`src/rtl/ssp_bus_initiator.sv`:
```
// Host-side bus initiator: turns VDP/PSG commands into ordered 6502-style bus
// cycles on a generated phi0 timebase, aimed at the SuperSprite device registers.
module ssp_bus_initiator #(
    parameter int          SLOT           = 7,
    parameter logic [15:0] DEVICE_ADDRESS = 16'hC080 + 16'(SLOT << 4),
    parameter int          CYCLE_CLKS     = 54
) (
    input  logic        clk_logic,
    input  logic        system_reset_n,
    input  logic        cmd_valid_i,
    output logic        cmd_ready_o,
    input  logic [2:0]  cmd_op_i,
    input  logic [13:0] cmd_addr_i,
    input  logic [7:0]  cmd_data_i,
    output logic        rsp_valid_o,
    output logic [7:0]  rsp_data_o,
    output logic        phi0_o,
    output logic        phi1_posedge_o,
    output logic        phi1_negedge_o,
    output logic [15:0] addr_o,
    output logic [7:0]  data_o,
    input  logic [7:0]  data_i,
    output logic        rw_n_o,
    output logic        m2sel_n_o
);
    localparam int               CNT_W    = $clog2(CYCLE_CLKS);
    localparam logic [CNT_W-1:0] CNT_LAST = CNT_W'(CYCLE_CLKS - 1);
    localparam logic [CNT_W-1:0] CNT_HALF = CNT_W'(CYCLE_CLKS / 2);

    localparam logic [2:0] OP_VRAM_ADDR = 3'd0;
    localparam logic [2:0] OP_VRAM_DATA = 3'd1;
    localparam logic [2:0] OP_VDP_REG   = 3'd2;
    localparam logic [2:0] OP_PSG_REG   = 3'd3;
    localparam logic [2:0] OP_STATUS_RD = 3'd4;

    typedef enum logic [1:0] {S_IDLE, S_CYC1, S_CYC2} state_e;

    state_e           state_q, state_d;
    logic [CNT_W-1:0] cnt_q, cnt_d;
    logic             run_q;
    logic             pend_q, pend_d;
    logic [2:0]       op_q, op_d;
    logic [13:0]      addr_q, addr_d;
    logic [7:0]       data_q, data_d;
    logic [15:0]      bus_addr_q, bus_addr_d;
    logic [7:0]       bus_data_q, bus_data_d;
    logic             bus_rw_n_q, bus_rw_n_d;
    logic             bus_m2sel_n_q, bus_m2sel_n_d;
    logic             rsp_valid_q, rsp_valid_d;
    logic [7:0]       rsp_data_q, rsp_data_d;

    logic        cmd_hs;
    logic        cycle_start;
    logic        cycle_end;
    logic [2:0]  eff_op;
    logic [13:0] eff_addr;
    logic [7:0]  eff_data;

    function automatic logic is_two_cycle(input logic [2:0] op);
        return (op == OP_VRAM_ADDR) || (op == OP_VDP_REG) || (op == OP_PSG_REG);
    endfunction

    assign cmd_ready_o    = run_q && (state_q == S_IDLE) && !pend_q;
    assign cmd_hs         = cmd_valid_i && cmd_ready_o;
    // cycle_start is the edge where cnt becomes 1: the only edge bus fields may change.
    assign cycle_start    = (cnt_q == '0);
    assign cycle_end      = (cnt_q == CNT_LAST);

    assign phi0_o         = (cnt_q >= CNT_HALF);
    assign phi1_posedge_o = run_q && (cnt_q == '0);
    assign phi1_negedge_o = run_q && (cnt_q == CNT_HALF);
    assign addr_o         = bus_addr_q;
    assign data_o         = bus_data_q;
    assign rw_n_o         = bus_rw_n_q;
    assign m2sel_n_o      = bus_m2sel_n_q;
    assign rsp_valid_o    = rsp_valid_q;
    assign rsp_data_o     = rsp_data_q;

    always_comb begin
        // NOTE: every value written here gets a default first, so no latch is inferred.
        cnt_d         = cycle_end ? '0 : cnt_q + 1'b1;
        state_d       = state_q;
        pend_d        = pend_q;
        op_d          = op_q;
        addr_d        = addr_q;
        data_d        = data_q;
        bus_addr_d    = bus_addr_q;
        bus_data_d    = bus_data_q;
        bus_rw_n_d    = bus_rw_n_q;
        bus_m2sel_n_d = bus_m2sel_n_q;
        rsp_valid_d   = 1'b0;
        rsp_data_d    = rsp_data_q;
        eff_op        = op_q;
        eff_addr      = addr_q;
        eff_data      = data_q;

        // A command accepted on the cycle_start clock must launch on that same edge.
        if (cmd_hs) begin
            op_d     = cmd_op_i;
            addr_d   = cmd_addr_i;
            data_d   = cmd_data_i;
            pend_d   = 1'b1;
            eff_op   = cmd_op_i;
            eff_addr = cmd_addr_i;
            eff_data = cmd_data_i;
        end

        if (cycle_end) begin
            if (state_q == S_CYC1 && op_q == OP_STATUS_RD) begin
                rsp_valid_d = 1'b1;
                rsp_data_d  = data_i;
            end
            if (state_q == S_CYC2 || (state_q == S_CYC1 && !is_two_cycle(op_q))) begin
                state_d = S_IDLE;
            end
        end

        if (cycle_start) begin
            case (state_q)
                S_IDLE: begin
                    if (pend_q || cmd_hs) begin
                        pend_d = 1'b0;
                        if (eff_op <= OP_STATUS_RD) state_d = S_CYC1;
                    end
                end
                S_CYC1:  state_d = S_CYC2;
                default: state_d = S_IDLE;
            endcase

            bus_addr_d    = 16'h0000;
            bus_data_d    = 8'h00;
            bus_rw_n_d    = 1'b1;
            bus_m2sel_n_d = 1'b1;
            if (state_d == S_CYC1) begin
                bus_m2sel_n_d = 1'b0;
                bus_rw_n_d    = 1'b0;
                case (eff_op)
                    OP_VRAM_ADDR: begin
                        bus_addr_d = DEVICE_ADDRESS + 16'h1;
                        bus_data_d = eff_addr[7:0];
                    end
                    OP_VRAM_DATA: begin
                        bus_addr_d = DEVICE_ADDRESS;
                        bus_data_d = eff_data;
                    end
                    OP_VDP_REG: begin
                        bus_addr_d = DEVICE_ADDRESS + 16'h1;
                        bus_data_d = eff_data;
                    end
                    OP_PSG_REG: begin
                        bus_addr_d = DEVICE_ADDRESS + 16'hE;
                        bus_data_d = {4'h0, eff_addr[3:0]};
                    end
                    default: begin
                        bus_addr_d = DEVICE_ADDRESS + 16'h1;
                        bus_rw_n_d = 1'b1;
                    end
                endcase
            end else if (state_d == S_CYC2) begin
                bus_m2sel_n_d = 1'b0;
                bus_rw_n_d    = 1'b0;
                case (eff_op)
                    OP_VRAM_ADDR: begin
                        bus_addr_d = DEVICE_ADDRESS + 16'h1;
                        bus_data_d = {2'b01, eff_addr[13:8]};
                    end
                    OP_VDP_REG: begin
                        bus_addr_d = DEVICE_ADDRESS + 16'h1;
                        bus_data_d = {1'b1, eff_addr[6:0]};
                    end
                    default: begin
                        bus_addr_d = DEVICE_ADDRESS + 16'hC;
                        bus_data_d = eff_data;
                    end
                endcase
            end
        end
    end

    always_ff @(posedge clk_logic) begin
        if (!system_reset_n) begin
            cnt_q         <= '0;
            state_q       <= S_IDLE;
            run_q         <= 1'b0;
            pend_q        <= 1'b0;
            op_q          <= '0;
            addr_q        <= '0;
            data_q        <= '0;
            bus_addr_q    <= 16'h0000;
            bus_data_q    <= 8'h00;
            bus_rw_n_q    <= 1'b1;
            bus_m2sel_n_q <= 1'b1;
            rsp_valid_q   <= 1'b0;
            rsp_data_q    <= 8'h00;
        end else begin
            // NOTE: non-blocking assignments so every register samples pre-edge values.
            cnt_q         <= cnt_d;
            state_q       <= state_d;
            run_q         <= 1'b1;
            pend_q        <= pend_d;
            op_q          <= op_d;
            addr_q        <= addr_d;
            data_q        <= data_d;
            bus_addr_q    <= bus_addr_d;
            bus_data_q    <= bus_data_d;
            bus_rw_n_q    <= bus_rw_n_d;
            bus_m2sel_n_q <= bus_m2sel_n_d;
            rsp_valid_q   <= rsp_valid_d;
            rsp_data_q    <= rsp_data_d;
        end
    end
endmodule

```
`config.mk`:
```
export PLATFORM = sky130hd
export DESIGN_NAME = ssp_bus_initiator
export DESIGN_NICKNAME = d
export VERILOG_FILES = /design/src/rtl/ssp_bus_initiator.sv
export SDC_FILE = /design/constraint.sdc
export NUM_CORES = 1
export LEC_CHECK = 0
export CORE_MARGIN = 2
export CORE_UTILIZATION = 54
export DETAILED_ROUTE_END_ITERATION = 8
export HOLD_SLACK_MARGIN = 0.15
export PLACE_DENSITY_LB_ADDON = 0.08
export REMOVE_ABC_BUFFERS = 1
export SYNTH_ARGS = -nofsm -noshare
export SYNTH_HDL_FRONTEND = slang
export SYNTH_SLANG_ARGS = --single-unit
```
`constraint.sdc`:
```
create_clock -name clk_logic -period 4.1 [get_ports clk_logic]
set_input_delay 0.82 -clock clk_logic [delete_from_list [all_inputs] [get_ports clk_logic]]
set_output_delay 0.82 -clock clk_logic [all_outputs]
set_load 0.01 [all_outputs]
```
==> results.json <==
{
  "die_h_microns": 81.1,
  "yosys_warnings": 0,
  "ys_types": 52,
  "cp_max_fo": 7,
  "reg2reg_from": "state_q[0]$_SDFF_PN0_",
  "end_kind": "flip-flop",
  "avgSynthCellArea_sq_um": 7.94,
  "synthXorXnorAreaFrac_pct": 2.15,
  "num_rows": 28,
  "clk_pin_slew_ns": 0.06,
  "vias": 3006,
  "ant_nets": 0,
  "grt_max_degree": 42,
  "clockBufferDepth": 2,
  "synth_compound_area_share_pct": 17.8,
  "core-area_sq_mm": 0.00582,
  "rsz0062_at_grt": "no",
  "syn_area_sq_mm": 0.00321,
  "yosysTopAreaCellShare_pct": 36.2,
  "syn_to_final_growth_pct": 24.7,
  "finalWorstPathRequiredPeriod_ns": 3.13,
  "ys_seq_area_share_pct": 36.2,
  "numCtsBuffers": 9,
  "grt_pass1_vias": 2829,
  "synthTopCellsByArea": "dfxtp_1, mux2i_1, nand2_1",
  "drc": 0,
  "drv_cap": 0,
  "ir_drop_uv": 226,
  "synth_adder_area_share_pct": 2.34,
  "via_per_inst": 5.63,
  "finalClockSkew_ns": 0.00903,
  "cp_cell_sequence": "clkdlybuf4s50_1, nor2_1, nor2b_1, a2111oi_4, ha_1, or3b_1, a21oi_1, a32o_1, o21ai_1, a31oi_1",
  "cpPeakStageDelay_ns": 0.46,
  "cp_slowest_cell": "clkdlybuf4s50_1",
  "start_util_pct": 55.1,
  "ys_ff_latch": 58,
  "r2r_end": "data_o[5]$_SDFFE_PN0N_",
  "io_buffers": 68,
  "htree_levels": 3,
  "n_antenna_cell": 0,
  "holdCritStartpoint": "m2sel_n_o$_SDFFE_PN1N_",
  "worstSetupPathType": "input port to flip-flop",
  "cts_tree": "yes",
  "grt_usage_pct": 26.4,
  "worst_r2r_path_depth": 9,
  "cts_hold_buf": 0,
  "grt_pass1_wl_microns": 13300,
  "synthCells": 404,
  "r2r_setup_slack_ns": 1.31,
  "cts-root-buf": "clkbuf_8",
  "synth-simple-area-share_pct": 21.7,
  "fp.dieArea_sq_mm": 0.00657,
  "antenna_found_initial": 0,
  "firstDrtPassIters": 5,
  "overflow": 0,
  "worstMarginPinSlew_ns": 0.892,
  "dpl-instance-area_sq_mm": 0.00382,
  "crit_start": "cmd_op_i[1]",
  "maxSlewHeadroom_pct": 40.3,
  "cts_resized": 0,
  "drt_iter0_drc": 246,
  "whs_path_depth": 2,
  "final_max_slew_viol_count": 0,
  "final.setup.tns_ns": 0,
  "cp.buffers_inverters": 1,
  "crit_arrival_ns": 3.38,
  "setup_violations": 0,
  "power_density_mw_per_mm2": 364,
  "synth_top_cell_by_area": "dfxtp_1",
  "finalHoldViolCount": 0,
  "cp.required_ns": 4.35,
  "synth_edf_count": 0,
  "cpLargestDelayFamily": "compound AO/OA/AOI/OAI gates",
  "critPathLaunchType": "input port",
  "status": "completed",
  "p_leak_nw": 1.51,
  "wirelength_microns": 8120,
  "dp_hpwl_microns": 5630,
  "layout_commonest_cell": "nand2_1",
  "nets": 498,
  "routabilityCongestion": 0.935,
  "async_flop_share_pct": 0,
  "n_fill_cell": 511,
  "fin_crit_sh_pct": 76.4,
  "die_x_microns": 81.1,
  "ys.flop_type": "dfxtp_1",
  "clkSinkCount": 58,
  "final_cell_mix": "nand2_1, clkdlybuf4s50_1, dfxtp_1",
  "worstHoldPathType": "flip-flop to flip-flop",
  "design_area_sq_mm": 0.00400,
  "synth_mux_area_share_pct": 11.1,
  "avgRoutedWirePerCell_microns": 15.2,
  "hold_path_end": "m2sel_n_o$_SDFFE_PN1N_",
  "clock.fmax_mhz": 319,
  "clkLatencyLatePin_ns": 0.33,
  "synth_top_family_by_area": "simple AND/OR/NAND/NOR gates",
  "cts_setup_buffers": 0,
  "io_pins": 75,
  "drive_gt1_share_pct": 6.97
}
where the power goes:
| part | internal, mW | leakage (nW) | switching (mW) | total [mW] |
|---|---|---|---|---|
| Clock | 0.271 | 0.0918 | 0.217 | 0.487 |
| Sequential | 0.601 | 0.474 | 0.0301 | 0.631 |
| Combinational | 0.157 | 0.946 | 0.180 | 0.337 |
tightest hold or removal path: stages, from the launching register on:
cell     delay, ns
dfxtp_1       0.31
nand2_1       0.05
nand2_1       0.04
logic make-up after synthesis:
family,count (synthesis)
and+or+nand+nor,155
adders and majority gates,6
DFF,58
buffers and inverters,50
muxes,35
AOI/OAI and AO/OA,92
other,1
xor gates and xnor gates,7
stage by stage:
stage / total power [mW] / setup slack (ns) / utilization, % / instances / hold slack (ns)
after global routing: 1.53 / 0.820 / 68.7 / 534 / 0.475
after detailed placement: 0.977 / 0.676 / 65.8 / 520 / 0.437
after CTS: 1.46 / 1.02 / 68.7 / 534 / 0.449
after global placement: 0.972 / 0.741 / 65.8 / 520 / 0.434
after floorplan: 0.816 / 0.982 / - / 369 / 0.436
final: 1.46 / 0.967 / 68.7 / 534 / 0.447
cells in the mapped netlist (3+ instances only):
cell type   n
xnor2_1     3
buf_2      11
nand2_1    69
nor2b_1     3
mux2i_1    32
and3_1      3
a21oi_1    37
o21ai_0    22
nand3_1     5
nand2b_1    5
clkbuf_1   10
buf_4      17
dfxtp_1    58
a211oi_1    8
ha_1        6
a31oi_1     6
nor3_1     13
inv_1       9
xor2_1      3
nor2_1     42
nor4_1      3
state kept, by name, indices dropped and copies added (netlist names):
name	flops
addr_q	14
data_o	8
data_q	8
rsp_data_o	8
cnt_q	6
addr_o	4
op_q	3
state_q	2
m2sel_n_o	1
pend_q	1
rsp_valid_o	1
run_q	1
rw_n_o	1
routing by layer:
layer  share of wire (%)  routed length (microns)  vias up  track usage, %
li1                    -                        -     1482               -
met1                  43                     3470     1387            32.9
met2                  47                     3840      123            42.6
met3                 8.6                      701       14            7.67
met4                 1.4                      112        0            11.4
met5                   0                        0        -               0
final cells by class:
class	count	area (sq um)	share of cell area, %
timing repair buffer	76	741	18.5
inverter	10	37.5	0.939
clock inverter	4	45.0	1.13
sequential	58	1160	29.0
clock buffer	10	128	3.19
multi-input combinational	301	1790	44.8
tap	75	93.8	2.35
worst max path at each step:
stage / endpoint / depth (start not counted)
CTS: data_o[5]$_SDFFE_PN0N_ / 10
global route: data_o[3]$_SDFFE_PN0N_ / 10
finish: data_o[5]$_SDFFE_PN0N_ / 10
floorplan: data_o[4]$_SDFFE_PN0N_ / 8
detailed placement: data_o[5]$_SDFFE_PN0N_ / 10
global placement: data_o[5]$_SDFFE_PN0N_ / 10
(Power assumes the default switching activity.)
